$ cat config.mk
export PLATFORM = sky130hd
export DESIGN_NAME = timer_capture_flat
export DESIGN_NICKNAME = d
export VERILOG_FILES = /design/src/rtl/timer_capture_if.sv /design/src/rtl/timer_capture.sv /design/src/flat_wrapper.sv
export SDC_FILE = /design/constraint.sdc
export NUM_CORES = 1
export LEC_CHECK = 0
export CORE_ASPECT_RATIO = 1.1
export CORE_UTILIZATION = 26
export DETAILED_ROUTE_END_ITERATION = 8
export PLACE_DENSITY = 0.42
export SLEW_MARGIN = 0
export SYNTH_ARGS = -nofsm -noshare
export SYNTH_HDL_FRONTEND = slang
export SYNTH_SLANG_ARGS = --single-unit
$ cat constraint.sdc
create_clock -name clk -period 8.1 [get_ports clk]
set_input_delay 1.215 -clock clk [delete_from_list [all_inputs] [get_ports clk]]
set_output_delay 1.215 -clock clk [all_outputs]
set_load 0.02 [all_outputs]
$ cat src/rtl/timer_capture_if.sv
// Capture-unit bus: timer count, capture pin and CPU FIFO/period signals.
// The slave modport is the capture unit; the master modport is whoever drives the pin and reads results.
interface timer_capture_if #(
    parameter int BIT = 32
);
    logic [BIT-1:0] i_count;
    logic           i_cap_in;
    logic [1:0]     i_edge_sel;
    logic           i_rd;
    logic           i_ovf_clr;
    logic [BIT-1:0] o_data;
    logic           o_valid;
    logic           o_full;
    logic           o_ovf;
    logic [BIT-1:0] o_period;
    logic           o_period_vld;

    modport master (
        output i_count, i_cap_in, i_edge_sel, i_rd, i_ovf_clr,
        input  o_data, o_valid, o_full, o_ovf, o_period, o_period_vld
    );

    modport slave (
        input  i_count, i_cap_in, i_edge_sel, i_rd, i_ovf_clr,
        output o_data, o_valid, o_full, o_ovf, o_period, o_period_vld
    );
endinterface

$ cat src/rtl/timer_capture.sv
// Input capture: timestamps qualified pin edges 2 clocks after the pin changes, queues them, tracks the interval.
// A capture is dropped and Ovf is set when the FIFO is full and not popped in the same cycle.
module timer_capture #(
    parameter int BIT   = 32,
    parameter int DEPTH = 4
) (
    input  logic           clk,
    input  logic           rst,
    timer_capture_if.slave bus
);
    localparam int             AW       = $clog2(DEPTH);
    localparam logic [AW:0]    FULL_CNT = (AW + 1)'(DEPTH);
    localparam logic [AW:0]    CNT_ONE  = (AW + 1)'(1);
    localparam logic [AW-1:0]  PTR_ONE  = AW'(1);
    localparam logic [BIT-1:0] WRAP_ADJ = {1'b0, {(BIT - 1){1'b1}}};

    logic           r_s1, r_s2, r_s3;
    logic           w_rise, w_fall, w_hit;
    logic [BIT-1:0] r_mem [DEPTH];
    logic [AW-1:0]  r_rd_ptr, r_wr_ptr;
    logic [AW:0]    r_cnt;
    logic           w_full, w_valid, w_pop, w_push, w_drop;
    logic           r_ovf;
    logic [BIT-1:0] r_last, r_period;
    logic           r_first, r_pvld;
    logic [BIT-1:0] w_diff, w_interval;

    always_ff @(posedge clk or posedge rst) begin
        if (rst) begin
            r_s1 <= 1'b0;
            r_s2 <= 1'b0;
            r_s3 <= 1'b0;
        end else begin
            r_s1 <= bus.i_cap_in;
            r_s2 <= r_s1;
            r_s3 <= r_s2;
        end
    end

    assign w_rise  = r_s2 & ~r_s3;
    assign w_fall  = ~r_s2 & r_s3;
    assign w_hit   = (w_rise & bus.i_edge_sel[0]) | (w_fall & bus.i_edge_sel[1]);

    assign w_valid = (r_cnt != '0);
    assign w_full  = (r_cnt == FULL_CNT);
    assign w_pop   = bus.i_rd & w_valid;
    // A pop in the same cycle frees the slot, so a full FIFO still accepts the new stamp
    assign w_push  = w_hit & (~w_full | w_pop);
    assign w_drop  = w_hit & w_full & ~w_pop;

    always_ff @(posedge clk or posedge rst) begin
        if (rst) begin
            for (int i = 0; i < DEPTH; i++) begin
                r_mem[i] <= '0;
            end
            r_rd_ptr <= '0;
            r_wr_ptr <= '0;
            r_cnt    <= '0;
        end else begin
            if (w_push) begin
                r_mem[r_wr_ptr] <= bus.i_count;
                r_wr_ptr        <= r_wr_ptr + PTR_ONE;
            end
            if (w_pop) begin
                r_rd_ptr <= r_rd_ptr + PTR_ONE;
            end
            case ({w_push, w_pop})
                2'b10:   r_cnt <= r_cnt + CNT_ONE;
                2'b01:   r_cnt <= r_cnt - CNT_ONE;
                default: r_cnt <= r_cnt;
            endcase
        end
    end

    always_ff @(posedge clk or posedge rst) begin
        if (rst) begin
            r_ovf <= 1'b0;
        end else if (w_drop) begin
            r_ovf <= 1'b1;
        end else if (bus.i_ovf_clr) begin
            r_ovf <= 1'b0;
        end
    end

    // The timer counts up to 2^(BIT-1)-1 then restarts at 1, so a wrap spans that many ticks
    assign w_diff     = bus.i_count - r_last;
    assign w_interval = (bus.i_count >= r_last) ? w_diff : (w_diff + WRAP_ADJ);

    always_ff @(posedge clk or posedge rst) begin
        if (rst) begin
            r_last   <= '0;
            r_period <= '0;
            r_first  <= 1'b0;
            r_pvld   <= 1'b0;
        end else if (w_hit) begin
            r_last  <= bus.i_count;
            r_first <= 1'b1;
            if (r_first) begin
                r_period <= w_interval;
                r_pvld   <= 1'b1;
            end
        end
    end

    assign bus.o_data       = r_mem[r_rd_ptr];
    assign bus.o_valid      = w_valid;
    assign bus.o_full       = w_full;
    assign bus.o_ovf        = r_ovf;
    assign bus.o_period     = r_period;
    assign bus.o_period_vld = r_pvld;
endmodule
$ cat src/flat_wrapper.sv
// flat-port wrapper written by rule: the top's interface ports become plain ports
module timer_capture_flat 
#(
    parameter int BIT   = 32,
    parameter int DEPTH = 4
)
  (clk, rst, bus_i_count, bus_i_cap_in, bus_i_edge_sel, bus_i_rd, bus_i_ovf_clr, bus_o_data, bus_o_valid, bus_o_full, bus_o_ovf, bus_o_period, bus_o_period_vld);
  timer_capture_if #(.BIT(BIT)) bus_i ();
  input  logic clk;
  input  logic rst;
  input wire logic [$bits(bus_i.i_count)-1:0] bus_i_count;
  input wire logic [$bits(bus_i.i_cap_in)-1:0] bus_i_cap_in;
  input wire logic [$bits(bus_i.i_edge_sel)-1:0] bus_i_edge_sel;
  input wire logic [$bits(bus_i.i_rd)-1:0] bus_i_rd;
  input wire logic [$bits(bus_i.i_ovf_clr)-1:0] bus_i_ovf_clr;
  output wire logic [$bits(bus_i.o_data)-1:0] bus_o_data;
  output wire logic [$bits(bus_i.o_valid)-1:0] bus_o_valid;
  output wire logic [$bits(bus_i.o_full)-1:0] bus_o_full;
  output wire logic [$bits(bus_i.o_ovf)-1:0] bus_o_ovf;
  output wire logic [$bits(bus_i.o_period)-1:0] bus_o_period;
  output wire logic [$bits(bus_i.o_period_vld)-1:0] bus_o_period_vld;
  assign bus_i.i_count = bus_i_count;
  assign bus_i.i_cap_in = bus_i_cap_in;
  assign bus_i.i_edge_sel = bus_i_edge_sel;
  assign bus_i.i_rd = bus_i_rd;
  assign bus_i.i_ovf_clr = bus_i_ovf_clr;
  assign bus_o_data = bus_i.o_data;
  assign bus_o_valid = bus_i.o_valid;
  assign bus_o_full = bus_i.o_full;
  assign bus_o_ovf = bus_i.o_ovf;
  assign bus_o_period = bus_i.o_period;
  assign bus_o_period_vld = bus_i.o_period_vld;
  timer_capture #(.BIT(BIT), .DEPTH(DEPTH)) u_core (.clk(clk), .rst(rst), .bus(bus_i));
endmodule
Yosys cells after proc, flatten, opt, wreduce, memory -nomap -nowiden
Cells that the tools add are included.
{ "classes": {"addsub": 6, "magnitude_cmp": 4, "n_eq_ne": 3, "mux": 10, "bitwise": 16, "reduce_logical": 5} }
{ "ops": {"columns": ["op", "count"], "rows": [
  ["$bwmux 128", 1],
  ["$mux 32", 4],
  ["$bmux 32 s2", 1],
  ["$demux 32 s2", 1],
  ["$add 32x31->32 const B", 1],
  ["$ge 32x32->1", 1],
  ["$sub 32x32->32", 1],
  ["$and 1x1->1", 8],
  ["$ge 3x3->1 const B", 2],
  ["$not 2->3", 2],
  ["$pmux 3 s2", 1],
  ["$add 2x1->2 const B", 2],
  ["$not 1->1", 4],
  ["$reduce_bool 2->1", 2],
  ["$add 3x1->3 const B", 1],
  ["$eq 3x3->1 const B", 1],
  ["$lt 3x1->1 const B", 1],
  ["$reduce_bool 3->1", 1],
  ["$sub 3x1->3 const B", 1],
  ["$eq 2x1->1 const B", 1],
  ["$eq 2x2->1 const B", 1],
  ["$mux 1", 2],
  ["$or 1x1->1", 2],
  ["$reduce_and 2->1", 1],
  ["$logic_and 1x1->1", 1]
]} }
{ "word_totals": {"ff_bits": 205, "input_bits": 39, "out_inout_bits": 68, "elab_cells": 59} }

Longest topological paths before layout
Gate-level depths: netlist of run 1.
{ "depth": {"word_depth": 7, "ltp_mapped": 14, "ltp_nobuf": 14} }

Least setup slack after synthesis of run 1
Ideal clock, no wire load.
{ "synth_timing": {"path_kind": "input to register", "from": "input port bus_i_count[17]", "to": "register u_core.r_period[30] (netlist: u_core.bus.o_period[30])", "setup_time_ps": 125, "t_arrival_ps": 4051, "required_ps": 7975, "slack_ps": 3925, "path_stages": 12, "path_buffers": 1, "path_cell_list": "ha_1 -> buf_2 -> nand2_2 -> or3_4 -> a2111oi_4 -> nor3_1 -> o21ai_0 -> xor2_1 -> or4b_4 -> nor4_2 -> xnor2_1 -> mux2_2"} }
{ "synth_between": {"elab_chain_cells": 3, "word_cells_on_any_way": 4, "cone_classes": "add/sub (2); order compare (1); mux (1)"} }
{ "synth_lines": {"columns": ["element", "line_no", "rtl"], "rows": [
  ["start, declared", "flat_wrapper.sv:11", "input wire logic [$bits(bus_i.i_count)-1:0] bus_i_count;"],
  ["$sub 32x32->32", "timer_capture.sv:86", "assign w_diff = bus.i_count - r_last;"],
  ["$add 32x31->32", "timer_capture.sv:87", "assign w_interval = (bus.i_count >= r_last) ? w_diff : (w_diff + WRAP_ADJ);"],
  ["$mux 32 *", "timer_capture.sv:87", null],
  ["end signal, assigned", "timer_capture.sv:99", "r_period <= w_interval;"],
  ["end, declared", "timer_capture.sv:24", "logic [BIT-1:0] r_last, r_period;"]
]} }
Every way passes the cells marked *; elsewhere a longest branch is shown, timed or not.
A chain may end at the register's enable or synchronous reset.

Worst setup path after layout of run 1
{ "layout_timing": {"from": "input port bus_i_count[11]", "to": "register u_core.r_period[12] (netlist: u_core.bus.o_period[12])"} }
The elaborated chain is that of the path after synthesis.

==> flow_metrics.env, run 1 <==
export IMPL_viasPerCell=4.71
export IMPL_grt_first_pass_wirelength_um=48800
export IMPL_grt_pass1_vias=8246
export IMPL_async_reset_ff_frac=1.00
export IMPL_final_cell_mix="dfrtp_1, mux2_2, nand2_1"
export IMPL_cts_sinks=205
export IMPL_routed_wl_um=29900
export IMPL_rsz0062_at_grt="false"
export IMPL_tritoncts="built"
export IMPL_placed_area_um2=12900
export IMPL_ys_types=72
export IMPL_synthFlopType="dfrtp_1"
export IMPL_drt_pass1_iter_count=5
export IMPL_drtAntennaViolNets=0
export IMPL_nNetsFinal=1195
export IMPL_post_cts_setup_buffers=0
export IMPL_grt_total_usage=0.139
export IMPL_period_share=0.580
export IMPL_netlist_area_um2=11300
export IMPL_worstSetupPathType="input port to register"
export IMPL_hold_viol=0
export IMPL_critPathLaunchType="input port"
export IMPL_vias=7991
export IMPL_utilization=0.322
export IMPL_p_int_uw=3250
export IMPL_slew_headroom=0.332
export IMPL_synth_edff_count=0
export IMPL_drt_iter0_drc=447
export IMPL_crit_arrival_ps=5110
export IMPL_hp_class="register to register"
export IMPL_clock_power_share=0.204
export IMPL_tightest_slew_ps=999
export IMPL_max_cap_violations=0
export IMPL_powerDensity_nw_per_um2=372
export IMPL_synth_seq_cells=205
export IMPL_start_util=0.265
export IMPL_clk_pin_slew_ps=60
export IMPL_dp_hpwl_um=21700
export IMPL_p_switching_uw=1840
export IMPL_dieArea_um2=44200
export IMPL_drc=0
export IMPL_grt_max_degree=76
export IMPL_antenna_found_initial=0
export IMPL_slew_violations=0
export IMPL_yosysWarnings=0
export IMPL_p_leak_uw=0.00559
export IMPL_fin_area_um2=13700
export IMPL_cts_buffers=24
export IMPL_root_buffer="clkbuf_16"
export IMPL_status="completed"
export IMPL_setup_slack_ps=3400
export IMPL_placementRows=79
export IMPL_cts_buffer_depth=3
export IMPL_syn_instance_count=1026
export IMPL_p_sw_frac=0.362
export IMPL_avgSynthCellArea_um2=11.0
export IMPL_fin_cells=1698
export IMPL_cts_hold_buffers=0
export IMPL_cts_resized=0
export IMPL_fin_setup_tns_ps=0
export IMPL_comb_power_share=0.462
export IMPL_dp_cells=1657
export IMPL_worstPathRequired_ps=8510
export IMPL_drive_gt1_frac=0.211
export IMPL_htree_num_levels=1
export IMPL_synthToLayoutAreaGrowth_pct=21.3
export IMPL_drt_wirelength_per_cell_um=17.6
export IMPL_core_um2=42500
export IMPL_dpl_worst_slack_ps=2860
export IMPL_setup_viol=0
export IMPL_fill_cells=4371
export IMPL_die_x_um=201
export IMPL_port_buffers=106
export IMPL_finalClockSkew_ps=12.7
export IMPL_clk_latency_ps=530
export IMPL_crit_path_end_kind="register"
export IMPL_synth_nets=1105
export IMPL_seq_area_frac_synth=0.455
export IMPL_period_needed_ps=4700
export IMPL_final_common_cell="dfrtp_1"
export IMPL_peakVddDrop_v=0.000217
export IMPL_antenna_cells=0
export IMPL_critPathMaxFanout=7
export IMPL_seqPwrFrac=0.334
export IMPL_timing_fmax_mhz=213
export IMPL_die_h_um=220
export IMPL_gr_total_overflow=0
export IMPL_io_pins=107
export IMPL_gp_routability_congestion=0.819
-- sequential cells by signal, summed over array words and instances, names as in the netlist, 2 cells and up --
name                 count
u_core.r_last           32
u_core.r_rd_ptr          2
u_core.r_mem           128
u_core.bus.o_period     32
u_core.r_wr_ptr          2
u_core.r_cnt             3
-- worst max-delay path, stage by stage --
cell	delay (ps)
clkdlybuf4s50_1	520
ha_1	460
a21oi_1	320
o21ai_0	200
a211oi_2	370
o21a_1	220
a211oi_1	120
nor3b_1	800
nand2_1	270
nor3_1	240
xnor2_1	110
mux2_2	260
-- cells by family after synthesis --
kind of cell / count (synthesis) / share of synthesized area
compound gates: 205 / 0.118
flops: 205 / 0.455
buf+inv: 106 / 0.0375
xor+xnor: 52 / 0.0411
simple gates: 258 / 0.111
mux: 160 / 0.192
fa+ha+maj: 40 / 0.0457
-- metrics by stage --
step	hold WS, ps	power, uW
3_5_place_dp	339	4110
4_1_cts	357	5190
2_1_floorplan	331	3210
6_report	349	5090
5_1_grt	360	5440
3_3_place_gp	336	4090
-- layout make-up --
cell class | count | area (um2) | share of cell area
multi-input combinational | 715 | 5730 | 0.419
clock buffer | 34 | 719 | 0.0526
clock inverter | 7 | 35.0 | 0.00256
sequential | 205 | 5130 | 0.375
timing repair buffer | 115 | 1130 | 0.0825
tap | 567 | 709 | 0.0519
inverter | 55 | 214 | 0.0156
-- synth_stat cells, types with 4 or more instances --
cell type | count | share of area
xor2_1 | 21 | 0.016
nor2_1 | 43 | 0.014
a31oi_1 | 4 | 0.0022
buf_1 | 14 | 0.0047
mux2_2 | 126 | 0.13
o211ai_1 | 8 | 0.0053
a21oi_2 | 5 | 0.0039
or3_1 | 6 | 0.0033
a21boi_0 | 4 | 0.0027
ha_1 | 38 | 0.042
and2_1 | 6 | 0.0033
nand4_1 | 14 | 0.0078
nor3_1 | 17 | 0.0075
nor3b_1 | 4 | 0.0027
xnor2_1 | 30 | 0.023
nand2_1 | 117 | 0.039
nor4_1 | 4 | 0.0022
a21oi_1 | 37 | 0.016
mux4_2 | 32 | 0.064
o21a_1 | 4 | 0.0027
o21ai_1 | 10 | 0.0044
and3_1 | 4 | 0.0022
nand3_1 | 16 | 0.0071
clkbuf_1 | 24 | 0.0080
buf_2 | 11 | 0.0049
o21ai_0 | 84 | 0.037
a21o_1 | 9 | 0.0060
dfrtp_1 | 205 | 0.46
nor4_2 | 4 | 0.0044
inv_1 | 55 | 0.018
a211oi_1 | 7 | 0.0047
-- power by group through the flow --
stage | Combinational, uW | Sequential (uW) | Clock, uW
after global placement | 2370 | 1720 | 0
after global routing | 2560 | 1760 | 1120
after detailed placement | 2380 | 1720 | 0
after floorplan | 1510 | 1700 | 0
final | 2350 | 1700 | 1040
after CTS | 2390 | 1710 | 1080
-- worst paths after layout --
kind                                    from                 endpoint  slack (ps)  cells past startpoint
hold / removal                   u_core.r_s1              u_core.r_s2         350                      0
setup reg to reg           u_core.r_last[11]  u_core.bus.o_period[12]        4300                     12
hold reg to reg                  u_core.r_s1              u_core.r_s2         350                      0
setup / recovery             bus_i_count[11]  u_core.bus.o_period[12]        3400                     12
max in group asynchronous                rst         u_core.r_mem[84]        5540                      3
min in group asynchronous                rst   u_core.bus.o_period[3]        1160                      2
-- metal layers --
layer | up-vias | global-route usage | part of all wire
li1 | 3861 | - | -
met1 | 3976 | 0.195 | 0.49
met2 | 121 | 0.228 | 0.46
met3 | 33 | 0.0156 | 0.028
met4 | 0 | 0.0364 | 0.017
met5 | - | 0 | 0
(Power assumes the default switching activity.)
==> run 2, diff against run 1 <==
Settings changed: PLACE_DENSITY 0.42 to 0.44.
Clock period 8.1 ns to 3.86 ns, I/O delays scaled along.
==> run 2 against run 1 <==
Critical path depth unchanged. Setup slack worse by 3200 ps. Sequential power is 110% higher. Design area rose by 10%. Via count rose by 6.3%. Combinational power rose by 130%. Clock skew is essentially flat. Clock power increased by 120%. Register-to-register slack got worse by 3900 ps. Largest cell class unchanged.
==> flow_metrics.env, run 2 (same netlist as run 1, synthesis figures left out) <==
export IMPL_drive_gt1_frac=0.318
export IMPL_finalClockSkew_ps=12.3
export IMPL_p_sw_frac=0.351
export IMPL_period_needed_ps=3650
export IMPL_cts_hold_buffers=0
export IMPL_gr_total_overflow=0
export IMPL_grt_max_degree=75
export IMPL_clk_latency_ps=530
export IMPL_dp_hpwl_um=23300
export IMPL_dieArea_um2=44200
export IMPL_grt_first_pass_wirelength_um=49700
export IMPL_grt_total_usage=0.142
export IMPL_die_h_um=220
export IMPL_p_switching_uw=3990
export IMPL_routed_wl_um=30700
export IMPL_die_x_um=201
export IMPL_status="completed"
export IMPL_period_share=0.947
export IMPL_fin_cells=1864
export IMPL_start_util=0.265
export IMPL_drc=0
export IMPL_gp_routability_congestion=0.828
export IMPL_setup_viol=0
export IMPL_drt_wirelength_per_cell_um=16.5
export IMPL_dpl_worst_slack_ps=-412
export IMPL_antenna_found_initial=0
export IMPL_clk_pin_slew_ps=60
export IMPL_drt_iter0_drc=367
export IMPL_fin_area_um2=15100
export IMPL_drtAntennaViolNets=0
export IMPL_final_common_cell="dfrtp_1"
export IMPL_antenna_cells=0
export IMPL_io_pins=107
export IMPL_root_buffer="clkbuf_16"
export IMPL_timing_fmax_mhz=274
export IMPL_nNetsFinal=1364
export IMPL_rsz0062_at_grt="false"
export IMPL_cts_buffer_depth=3
export IMPL_seqPwrFrac=0.317
export IMPL_hold_viol=0
export IMPL_cts_buffers=25
export IMPL_powerDensity_nw_per_um2=755
export IMPL_comb_power_share=0.478
export IMPL_max_cap_violations=0
export IMPL_drt_pass1_iter_count=4
export IMPL_worstSetupPathType="input port to register"
export IMPL_cts_sinks=205
export IMPL_synthToLayoutAreaGrowth_pct=33.5
export IMPL_largest_register_ffs=128
export IMPL_grt_pass1_vias=8778
export IMPL_setup_slack_ps=206
export IMPL_viasPerCell=4.56
export IMPL_critPathMaxFanout=6
export IMPL_clock_power_share=0.205
export IMPL_vias=8491
export IMPL_largest_register="u_core.r_mem"
export IMPL_slew_headroom=0.506
export IMPL_p_int_uw=7370
export IMPL_placed_area_um2=14200
export IMPL_placementRows=79
export IMPL_tightest_slew_ps=741
export IMPL_crit_arrival_ps=4070
export IMPL_htree_num_levels=1
export IMPL_p_total_uw=11400
export IMPL_slew_violations=0
export IMPL_crit_path_end_kind="register"
export IMPL_core_um2=42500
export IMPL_p_leak_uw=0.00644
export IMPL_final_cell_mix="dfrtp_1, buf_4, mux2_2"
export IMPL_worstPathRequired_ps=4270
export IMPL_port_buffers=106
export IMPL_hp_class="register to register"
export IMPL_dp_cells=1824
export IMPL_critPathLaunchType="input port"
export IMPL_tritoncts="built"
export IMPL_peakVddDrop_v=0.000570
==> run 2: cell count changes in the layout (fill, tap and decap cells not counted), sizes merged <==
cell           delta
clkdlybuf4s50     -3
clkinv            -2
buf             +168
inv               +1
bufinv            +3
dlymetal6s2s      +3
clkinvlp          +1
clkbuf            -5
==> run 2: stage by stage <==
stage | util | hold slack (ps) | TNS [ps]
after global routing | 0.354 | 355 | 0
after detailed placement | 0.334 | 338 | -8100
after floorplan | - | 331 | 0
final | 0.354 | 348 | 0
after CTS | 0.353 | 351 | 0
after global placement | 0.334 | 334 | -8270
==> run 2: path summary, 6_finish.rpt <==
| check | endpoint | depth (start not counted) | slack (ps) | start |
|---|---|---|---|---|
| worst max register to register | u_core.bus.o_period[30] | 12 | 430 | u_core.r_last[11] |
| worst min register to register | u_core.r_s2 | 0 | 350 | u_core.r_s1 |
| worst min-delay path | u_core.r_s2 | 0 | 350 | u_core.r_s1 |
| worst max-delay path | u_core.bus.o_period[30] | 12 | 210 | bus_i_count[9] |
| min in group asynchronous | u_core.r_mem[5] | 2 | 480 | rst |
| max in group asynchronous | u_core.r_rd_ptr[0] | 3 | 2600 | rst |
==> run 2: metal layers <==
layer / share of wire / track usage
met5: 0 / 0
met4: 0.015 / 0.0354
met3: 0.036 / 0.0215
met2: 0.46 / 0.233
met1: 0.49 / 0.196
==> run 2: area by class of cell <==
type | count | area, um2
clock buffer | 29 | 661
tap | 567 | 709
multi-input combinational | 715 | 5770
clock inverter | 10 | 133
sequential | 205 | 5130
inverter | 55 | 210
fill | 4305 | 27500
timing repair buffer | 283 | 2430
==> run 2: power groups by stage <==
stage	clock [uW]	sequential, uW	combinational, uW
finish	2330	3600	5430
detailed placement	0	3650	5470
global placement	0	3620	5450
floorplan	0	3560	3180
CTS	2420	3610	5500
global route	2510	3750	5890
==> run 2: worst max-delay path, cell delays in order <==
cell             delay [ps]
clkdlybuf4s50_1         530
ha_1                    410
a21oi_1                 200
o21ai_0                 180
a211o_1                 370
a41oi_2                 280
nand3_1                 120
xor2_1                  180
or4b_4                  560
nor4_2                  310
xnor2_1                  90
mux2_2                  250
==> run 2: repair_timing <==
item / in CTS / in global routing
resized for setup: 0 / 12
buffers inserted: 0 / 1
endpoints found under the setup margin: 0 / 9
==> run 3, diff against run 2 <==
Settings changed: RECOVER_POWER from default to 25.
==> run 3 against run 2 <==
The flow now finishes with violations (max-capacitance violations, max-slew violations). Setup slack worse by 8.1 ps. Fmax fell by 0.22%. Clock skew is 1.3 ps higher. Largest cell class unchanged. Die area unchanged. Total power about the same. Hold slack about the same. Cell count did not move. Clock-buffer cell count unchanged. Critical path depth did not move. Combinational power barely moved.
==> flow_metrics.env, run 3 (same netlist as run 1, synthesis figures left out) <==
export IMPL_multi_input_area_um2=5770
export IMPL_holdPathStages=0
export IMPL_hp_class="register to register"
export IMPL_cts_buffers=25
export IMPL_vias=8527
export IMPL_clk_pin_slew_ps=60
export IMPL_drt_pass1_iter_count=4
export IMPL_ff2ff_path_depth=12
export IMPL_nNetsFinal=1364
export IMPL_gr_total_overflow=0
export IMPL_antenna_cells=0
export IMPL_seqCellArea_um2=5130
export IMPL_die_h_um=220
export IMPL_hp_start="u_core.r_s1"
export IMPL_ff2ff_setup_slack_ps=420
export IMPL_powerDensity_nw_per_um2=756
export IMPL_dpl_worst_slack_ps=-412
export IMPL_viasPerCell=4.57
export IMPL_finalClockSkew_ps=13.6
export IMPL_die_x_um=201
export IMPL_port_buffers=106
export IMPL_setup_viol=0
export IMPL_critPathMaxFanout=6
export IMPL_gp_routability_congestion=0.828
export IMPL_grt_pass1_vias=8778
export IMPL_dp_cells=1824
export IMPL_r2r_start="u_core.r_last[11]"
export IMPL_rsz0062_at_grt="false"
export IMPL_placementRows=79
export IMPL_cts_sinks=205
export IMPL_fin_area_um2=15000
export IMPL_largest_register="u_core.r_mem"
export IMPL_synthToLayoutAreaGrowth_pct=33.2
export IMPL_clk_latency_ps=530
export IMPL_setup_slack_ps=198
export IMPL_tightest_slew_ps=1540
export IMPL_drt_wirelength_per_cell_um=16.5
export IMPL_dp_hpwl_um=23300
export IMPL_violations="max-capacitance violations, max-slew violations"
export IMPL_cts_buffer_depth=3
export IMPL_fin_cells=1864
export IMPL_p_total_uw=11400
export IMPL_worstReg2RegEnd="u_core.bus.o_period[30]"
export IMPL_holdPathEnd="u_core.r_s2"
export IMPL_largest_register_ffs=128
export IMPL_worstSetupPathType="input port to register"
export IMPL_grt_max_degree=75
export IMPL_crit_path_end_kind="register"
export IMPL_drc=0
export IMPL_p_leak_uw=0.00643
export IMPL_period_share=0.949
export IMPL_final_cell_mix="dfrtp_1, buf_4, mux2_2"
export IMPL_critPathLaunchType="input port"
export IMPL_antenna_found_initial=0
export IMPL_crit_arrival_ps=4080
export IMPL_final_common_cell="dfrtp_1"
export IMPL_fill_cells=4309
export IMPL_grt_first_pass_wirelength_um=49700
export IMPL_peakVddDrop_v=0.000570
export IMPL_dieArea_um2=44200
export IMPL_routed_wl_um=30700
export IMPL_core_um2=42500
export IMPL_start_util=0.265
export IMPL_status="complete, but fails checks"
export IMPL_fin_setup_tns_ps=0
export IMPL_cts_hold_buffers=0
export IMPL_worstPathRequired_ps=4270
export IMPL_max_cap_violations=1
export IMPL_slew_violations=60
export IMPL_period_needed_ps=3660
export IMPL_timing_fmax_mhz=273
export IMPL_grt_total_usage=0.142
export IMPL_placed_area_um2=14200
export IMPL_drtAntennaViolNets=0
export IMPL_drt_iter0_drc=398
export IMPL_htree_num_levels=1
export IMPL_tritoncts="built"
export IMPL_io_pins=107
export IMPL_drive_gt1_frac=0.318
export IMPL_hold_viol=0
export IMPL_slew_headroom=-0.0297
export IMPL_root_buffer="clkbuf_16"
[run 3: cell count changes in the layout (fill, tap and decap cells not counted)]
cell,change
clkbuf_2,+2
dlygate4sd3_1,+2
buf_12,-2
clkinvlp_4,-1
clkdlybuf4s50_1,-2
clkinvlp_2,+1
[run 3: layout make-up]
class                   count  share of cell area
multi-input cells         715               0.384
flip-flops and latches    205               0.342
repair buffers            283               0.160
well taps                 567              0.0472
clock buffers              29              0.0440
inverters                  55              0.0138
clock inverters            10             0.00883
[run 3: where the power goes]
group,switching (uW),total [uW],internal (uW)
combinational,2520,5430,2900
clock,924,2330,1410
sequential,539,3600,3060
[run 3: timing repair]
action	4_1_cts	5_1_grt
setup buffers	0	1
hold endpoints to repair	0	0
endpoints found under the setup margin	0	9
gates resized for setup	0	12
[run 3: worst max-delay path by stage]
stage | from | endpoint | slack [ps] | cells past startpoint
after global placement | bus_i_count[0] | u_core.bus.o_period[30] | -380 | 17
after global routing | bus_i_count[0] | u_core.bus.o_period[22] | 20 | 19
after detailed placement | bus_i_count[4] | u_core.bus.o_period[31] | -410 | 12
after CTS | bus_i_count[4] | u_core.bus.o_period[31] | 160 | 12
after floorplan | bus_i_count[17] | u_core.bus.o_period[30] | 320 | 12
final | bus_i_count[9] | u_core.bus.o_period[30] | 200 | 12
[run 3: layer usage]
metal	vias up	wire, um	track usage
li1	4200	-	-
met1	4160	14800	0.196
met2	133	14300	0.233
met3	34	1120	0.0215
met4	0	472	0.0354
met5	-	0	0
[run 3: worst max-delay path, cell delays in order]
cell,delay (ps)
clkdlybuf4s50_1,530
ha_1,410
a21oi_1,200
o21ai_0,180
a211o_1,370
a41oi_2,280
nand3_1,130
xor2_1,180
or4b_4,560
nor4_2,310
xnor2_1,90
mux2_2,250
[run 3: stage by stage]
stage,utilization,hold slack [ps]
6_report,0.353,348
3_3_place_gp,0.334,334
5_1_grt,0.353,355
2_1_floorplan,-,331
3_5_place_dp,0.334,338
4_1_cts,0.353,351
